`config.mk`:
```
export PLATFORM = sky130hd
export DESIGN_NAME = display_mode_ctrl_flat
export DESIGN_NICKNAME = d
export VERILOG_FILES = /design/src/rtl/display_mode_ctrl_if.sv /design/src/rtl/display_mode_ctrl.sv /design/src/flat_wrapper.sv
export SDC_FILE = /design/constraint.sdc
export NUM_CORES = 1
export LEC_CHECK = 0
export BUFFER_PORTS_ARGS = -buffer_cell sky130_fd_sc_hd__clkbuf_2
export CAP_MARGIN = 20
export CORE_UTILIZATION = 50
export DETAILED_ROUTE_END_ITERATION = 12
export PLACE_DENSITY = 0.66
export SLEW_MARGIN = 20
export SYNTH_ARGS = -nofsm -noshare
export SYNTH_HDL_FRONTEND = slang
export SYNTH_SLANG_ARGS = --single-unit
export TNS_END_PERCENT = 50
```
`constraint.sdc`:
```
create_clock -name vga_clk -period 2.5 [get_ports vga_clk]
set_clock_uncertainty 0.15 [all_clocks]
set_input_delay 0.5 -clock vga_clk [delete_from_list [all_inputs] [get_ports vga_clk]]
set_output_delay 0.5 -clock vga_clk [all_outputs]
set_load 0.005 [all_outputs]
```
`src/rtl/display_mode_ctrl_if.sv`:
```
// Key, vsync and display-select bundle between the key pins,
// the display multiplexer and display_mode_ctrl.
interface display_mode_ctrl_if;
  logic       key_next_n;
  logic       key_prev_n;
  logic       key_auto_n;
  logic       vs_in;
  logic [1:0] mode_sel;
  logic       mode_pending;
  logic       out_blank;
  logic       auto_on;

  modport master (
    output key_next_n,
    output key_prev_n,
    output key_auto_n,
    output vs_in,
    input  mode_sel,
    input  mode_pending,
    input  out_blank,
    input  auto_on
  );

  modport slave (
    input  key_next_n,
    input  key_prev_n,
    input  key_auto_n,
    input  vs_in,
    output mode_sel,
    output mode_pending,
    output out_blank,
    output auto_on
  );
endinterface

```
`src/rtl/display_mode_ctrl.sv`:
```
// Frame-synchronous display-source sequencer: debounced keys,
// vsync-aligned mode switching and post-switch blanking.
module display_mode_ctrl #(
  parameter int NUM_MODES    = 3,
  parameter int DEBOUNCE_CNT = 500000,
  parameter int BLANK_FRAMES = 1,
  parameter int AUTO_FRAMES  = 120
) (
  input logic               vga_clk,
  input logic               sys_rst_n,
  display_mode_ctrl_if.slave bus
);
  localparam int DCW = $clog2(DEBOUNCE_CNT);
  localparam int AFW = AUTO_FRAMES > 1 ? $clog2(AUTO_FRAMES) : 1;
  localparam int BFW = BLANK_FRAMES > 1 ? $clog2(BLANK_FRAMES) : 1;

  typedef enum logic [1:0] {IDLE, PENDING, BLANK} state_t;

  logic [2:0]     key_raw;
  logic [2:0]     sync1, sync2, stable, press;
  logic [DCW-1:0] dcnt [3];

  logic           vs_q, fs;
  logic           auto_q, auto_step, key_step;
  logic           do_next, do_prev;
  logic [AFW-1:0] fcnt;
  logic [1:0]     target_q, target_nxt;

  state_t         state_q, state_d;
  logic [1:0]     mode_q, mode_d;
  logic           blank_q, blank_d;
  logic           pend_q;
  logic [BFW-1:0] bcnt_q, bcnt_d;

  assign key_raw = {bus.key_auto_n, bus.key_prev_n, bus.key_next_n};

  // index 0 next, 1 prev, 2 auto
  always_ff @(posedge vga_clk) begin
    if (!sys_rst_n) begin
      sync1  <= '1;
      sync2  <= '1;
      stable <= '1;
      press  <= '0;
      for (int i = 0; i < 3; i++) dcnt[i] <= '0;
    end else begin
      sync1 <= key_raw;
      sync2 <= sync1;
      for (int i = 0; i < 3; i++) begin
        press[i] <= 1'b0;
        if (sync2[i] == stable[i]) begin
          dcnt[i] <= '0;
        end else if (dcnt[i] == DCW'(DEBOUNCE_CNT - 1)) begin
          stable[i] <= sync2[i];
          dcnt[i]   <= '0;
          press[i]  <= ~sync2[i];
        end else begin
          dcnt[i] <= dcnt[i] + 1'b1;
        end
      end
    end
  end

  assign fs        = vs_q & ~bus.vs_in;
  assign key_step  = press[0] ^ press[1];
  assign auto_step = auto_q & fs & (fcnt == AFW'(AUTO_FRAMES - 1));
  assign do_next   = key_step ? press[0] : auto_step;
  assign do_prev   = key_step & press[1];

  always_comb begin
    target_nxt = target_q;
    if (do_next)
      target_nxt = (target_q == 2'(NUM_MODES - 1)) ? 2'd0 : target_q + 2'd1;
    else if (do_prev)
      target_nxt = (target_q == 2'd0) ? 2'(NUM_MODES - 1) : target_q - 2'd1;
  end

  always_ff @(posedge vga_clk) begin
    if (!sys_rst_n) begin
      vs_q     <= 1'b1;
      auto_q   <= 1'b0;
      fcnt     <= '0;
      target_q <= '0;
    end else begin
      vs_q     <= bus.vs_in;
      auto_q   <= auto_q ^ press[2];
      target_q <= target_nxt;
      if ((press[2] & auto_q) | key_step)
        fcnt <= '0;
      else if (auto_q & fs)
        fcnt <= auto_step ? '0 : fcnt + 1'b1;
    end
  end

  always_comb begin
    state_d = state_q;
    mode_d  = mode_q;
    blank_d = blank_q;
    bcnt_d  = bcnt_q;
    unique case (state_q)
      IDLE: begin
        if (target_nxt != mode_q) state_d = PENDING;
      end
      PENDING: begin
        if (fs && target_q != mode_q) begin
          mode_d = target_q;
          if (BLANK_FRAMES > 0) begin
            blank_d = 1'b1;
            bcnt_d  = '0;
            state_d = BLANK;
          end else begin
            state_d = IDLE;
          end
        end else if (target_nxt == mode_q) begin
          state_d = IDLE;
        end
      end
      BLANK: begin
        // the fs that ends blanking never switches; a new request waits
        if (fs) begin
          if (bcnt_q == BFW'(BLANK_FRAMES - 1)) begin
            blank_d = 1'b0;
            state_d = (target_nxt != mode_q) ? PENDING : IDLE;
          end else begin
            bcnt_d = bcnt_q + 1'b1;
          end
        end
      end
      default: state_d = IDLE;
    endcase
  end

  always_ff @(posedge vga_clk) begin
    if (!sys_rst_n) begin
      state_q <= IDLE;
      mode_q  <= '0;
      blank_q <= 1'b0;
      bcnt_q  <= '0;
      pend_q  <= 1'b0;
    end else begin
      state_q <= state_d;
      mode_q  <= mode_d;
      blank_q <= blank_d;
      bcnt_q  <= bcnt_d;
      pend_q  <= (state_d != IDLE);
    end
  end

  assign bus.mode_sel     = mode_q;
  assign bus.mode_pending = pend_q;
  assign bus.out_blank    = blank_q;
  assign bus.auto_on      = auto_q;
endmodule

```
`src/flat_wrapper.sv`:
```
// flat-port wrapper written by rule: the top's interface ports become plain ports
module display_mode_ctrl_flat 
#(
  parameter int NUM_MODES    = 3,
  parameter int DEBOUNCE_CNT = 500000,
  parameter int BLANK_FRAMES = 1,
  parameter int AUTO_FRAMES  = 120
)
  (vga_clk, sys_rst_n, bus_key_next_n, bus_key_prev_n, bus_key_auto_n, bus_vs_in, bus_mode_sel, bus_mode_pending, bus_out_blank, bus_auto_on);
  display_mode_ctrl_if bus_i ();
  input logic vga_clk;
  input logic sys_rst_n;
  input wire logic [$bits(bus_i.key_next_n)-1:0] bus_key_next_n;
  input wire logic [$bits(bus_i.key_prev_n)-1:0] bus_key_prev_n;
  input wire logic [$bits(bus_i.key_auto_n)-1:0] bus_key_auto_n;
  input wire logic [$bits(bus_i.vs_in)-1:0] bus_vs_in;
  output wire logic [$bits(bus_i.mode_sel)-1:0] bus_mode_sel;
  output wire logic [$bits(bus_i.mode_pending)-1:0] bus_mode_pending;
  output wire logic [$bits(bus_i.out_blank)-1:0] bus_out_blank;
  output wire logic [$bits(bus_i.auto_on)-1:0] bus_auto_on;
  assign bus_i.key_next_n = bus_key_next_n;
  assign bus_i.key_prev_n = bus_key_prev_n;
  assign bus_i.key_auto_n = bus_key_auto_n;
  assign bus_i.vs_in = bus_vs_in;
  assign bus_mode_sel = bus_i.mode_sel;
  assign bus_mode_pending = bus_i.mode_pending;
  assign bus_out_blank = bus_i.out_blank;
  assign bus_auto_on = bus_i.auto_on;
  display_mode_ctrl #(.NUM_MODES(NUM_MODES), .DEBOUNCE_CNT(DEBOUNCE_CNT), .BLANK_FRAMES(BLANK_FRAMES), .AUTO_FRAMES(AUTO_FRAMES)) u_core (.vga_clk(vga_clk), .sys_rst_n(sys_rst_n), .bus(bus_i));
endmodule
```
==> impl_metrics.ini <==
[status]
run_status = finished clean

[cells_and_area]
final_common_cell = nor2_1
num_antenna_cells = 0
fin_util_pct = 58.9
fin_cells = 600
layout.nets = 505
final_cell_mix = nor2_1, edfxtp_1, conb_1
syn_to_final_growth_pct = 12.8
layout-drive-gt1-share_pct = 8.48

[detailed_routing]
wl_per_cell_um = 11.9
drt_iter0_markers = 71
drt_pass1_iterations = 4
ant_nets = 0
routed_via_density = 4.93
wl_mm = 7.13
via_count = 2958
drc = 0

[yosys]
synth_cells = 417
netlist_area_um2 = 4360
yosys_warnings = 0
synth-seq-cells = 86
yosysSeqAreaShare_pct = 52.6
synthArstFlopShare_pct = 0
ys_types = 48
synth_edf_count = 57
synth_area_per_cell_um2 = 10.4
ys.flop_type = edfxtp_1

[timing]
rsz0062_at_grt = no
fmax_mhz = 476
tns_ns = 0
final_hold_viol_count = 0
period_minus_slack_ns = 2.10
period_share_pct = 84.0
finalMaxSlewViolations = 0
setup_slack_ns = 0.400
setup_violations = 0

[clocking]
numCtsBuffers = 9
cts_hold_buffers = 0
htree_levels = 3
cts_tree = done
cts.repair.resized = 0
clkTransAtPathRegs_ns = 0.08
cts-root-buf = clkbuf_8
clock_latency_ns = 0.34
clock-sinks = 86
cts_setup_buffers = 0
clockBufferDepth = 2

[power_and_ir_drop]
max-vdd-ir-drop_v = 0.000287
finalPower_mw = 2.67
powerDensity_nw_per_um2 = 544
leakagePower_nw = 1.81

[die]
core_area_um2 = 8340
io_pins = 11
die_w_um = 95.3
die_area_um2 = 9090
start_util_pct = 52.2
die_h_um = 95.3
rows = 33

[global_route]
grt_antenna_before_repair = 0
grt_pass1_wl_mm = 12.3
grt_max_degree = 20
grt_pass1_vias = 2775
grt.total_usage_pct = 17.6
grt_overflow_total = 0

[worst_setup_path]
worstPathRequired_ns = 2.45
critPathCaptureType = flop
critPathLaunch = u_core.dcnt[2][0]
r2r_start = u_core.dcnt[2][0]
critical_path_class = flop to flop
cp.arrival_ns = 2.05
cp-start-kind = flop
cp_max_fo = 19

[placement]
gp_congestion = 0.733
dp_hpwl_mm = 5.20
placement.io_buffers = 10
pre_cts_ws_ns = 0.369
place_inst = 584

[run]
max_cap_viol_count = 0

[worst_hold_path]
hold_path.class = input pin to flop
min_from = bus_key_prev_n
-- report_power, final --
group | internal [mW] | switching (mW)
Clock | 0.462 | 0.502
Sequential | 1.56 | 0.0459
Combinational | 0.0444 | 0.0601
Total | 2.06 | 0.608
-- synthesized netlist by cell type (all sizes together), types with 2 or more instances --
master	count	area, µm²
a21oi	7	35.0
and2	3	18.8
and3	5	32.5
and4	8	72.6
buf	5	43.8
clkbuf	2	7.51
dfxtp	29	581
edfxtp	57	1710
ha	9	113
inv	12	45.0
mux2i	9	90.1
nand2	31	116
nand2b	12	75.1
nand3	27	153
nand3b	6	45.0
nand4	10	62.6
nand4b	2	32.5
nor2	83	314
nor2b	2	12.5
nor3	12	65.1
nor3b	3	22.5
nor4	4	31.3
nor4b	3	26.3
o21ai	4	20.0
or2	2	12.5
or3	3	28.8
xnor2	32	280
xor2	28	245
-- cell families after synthesis --
family                     after synthesis  synth area share [%]
muxes                                    9                  2.07
and+or+nand+nor                        219                  26.5
adders and majority gates                9                  2.58
buffers and inverters                   19                  2.21
AOI/OAI and AO/OA                       14                  1.90
other                                    1                0.0861
xor gates and xnor gates                60                  12.1
DFF                                     86                  52.6
-- per-layer routing --
| metal | vias up | global-route usage, % | wire length, µm |
|---|---|---|---|
| met5 | - | 0 | 0 |
| met4 | 0 | 6.06 | 61 |
| met3 | 6 | 4.31 | 133 |
| met2 | 19 | 29.5 | 3350 |
| met1 | 1395 | 22.1 | 3590 |
| li1 | 1538 | - | - |
-- stage by stage --
stage | instance area, µm² | hold WS, ns
after CTS | 4910 | 0.179
after global placement | 4720 | 0.239
after floorplan | 4570 | 0.236
final | 4910 | 0.198
after detailed placement | 4720 | 0.242
after global routing | 4910 | 0.181
-- path summary, 6_finish.rpt --
path                                      endpoint  slack, ns  cells after the start
worst max register to register  u_core.dcnt[2][16]       0.40                      6
worst min register to register     u_core.sync2[0]       0.26                      1
worst max-delay path            u_core.dcnt[2][16]       0.40                      6
worst min-delay path               u_core.sync1[1]       0.20                      2
-- worst max-delay path, stage by stage (launching register included) --
cell	delay, ns
edfxtp_1	0.40
ha_1	0.23
and4_4	0.27
nand3_1	0.07
or3_4	0.43
nand3_4	0.22
nor2_1	0.08
-- cell type report --
class | count | area, µm²
tap | 105 | 131
clock inverter | 4 | 25.0
clock buffer | 12 | 170
inverter | 12 | 45.0
fill | 768 | 3430
timing repair buffer | 13 | 72.6
multi-input combinational | 368 | 2180
sequential | 86 | 2290
-- flip-flops by register name, indices dropped and copies added (netlist names) --
| name | flops |
|---|---|
| u_core.fcnt | 7 |
| u_core.dcnt | 57 |
| u_core.stable | 3 |
| u_core.bus.mode_sel | 2 |
| u_core.bus.mode_pending | 1 |
| u_core.bus.out_blank | 1 |
| u_core.state_q | 2 |
| u_core.vs_q | 1 |
| u_core.bus.auto_on | 1 |
| u_core.sync2 | 3 |
| u_core.target_q | 2 |
| u_core.press | 3 |
| u_core.sync1 | 3 |
No activity file was read; power rests on OpenSTA's default activity.
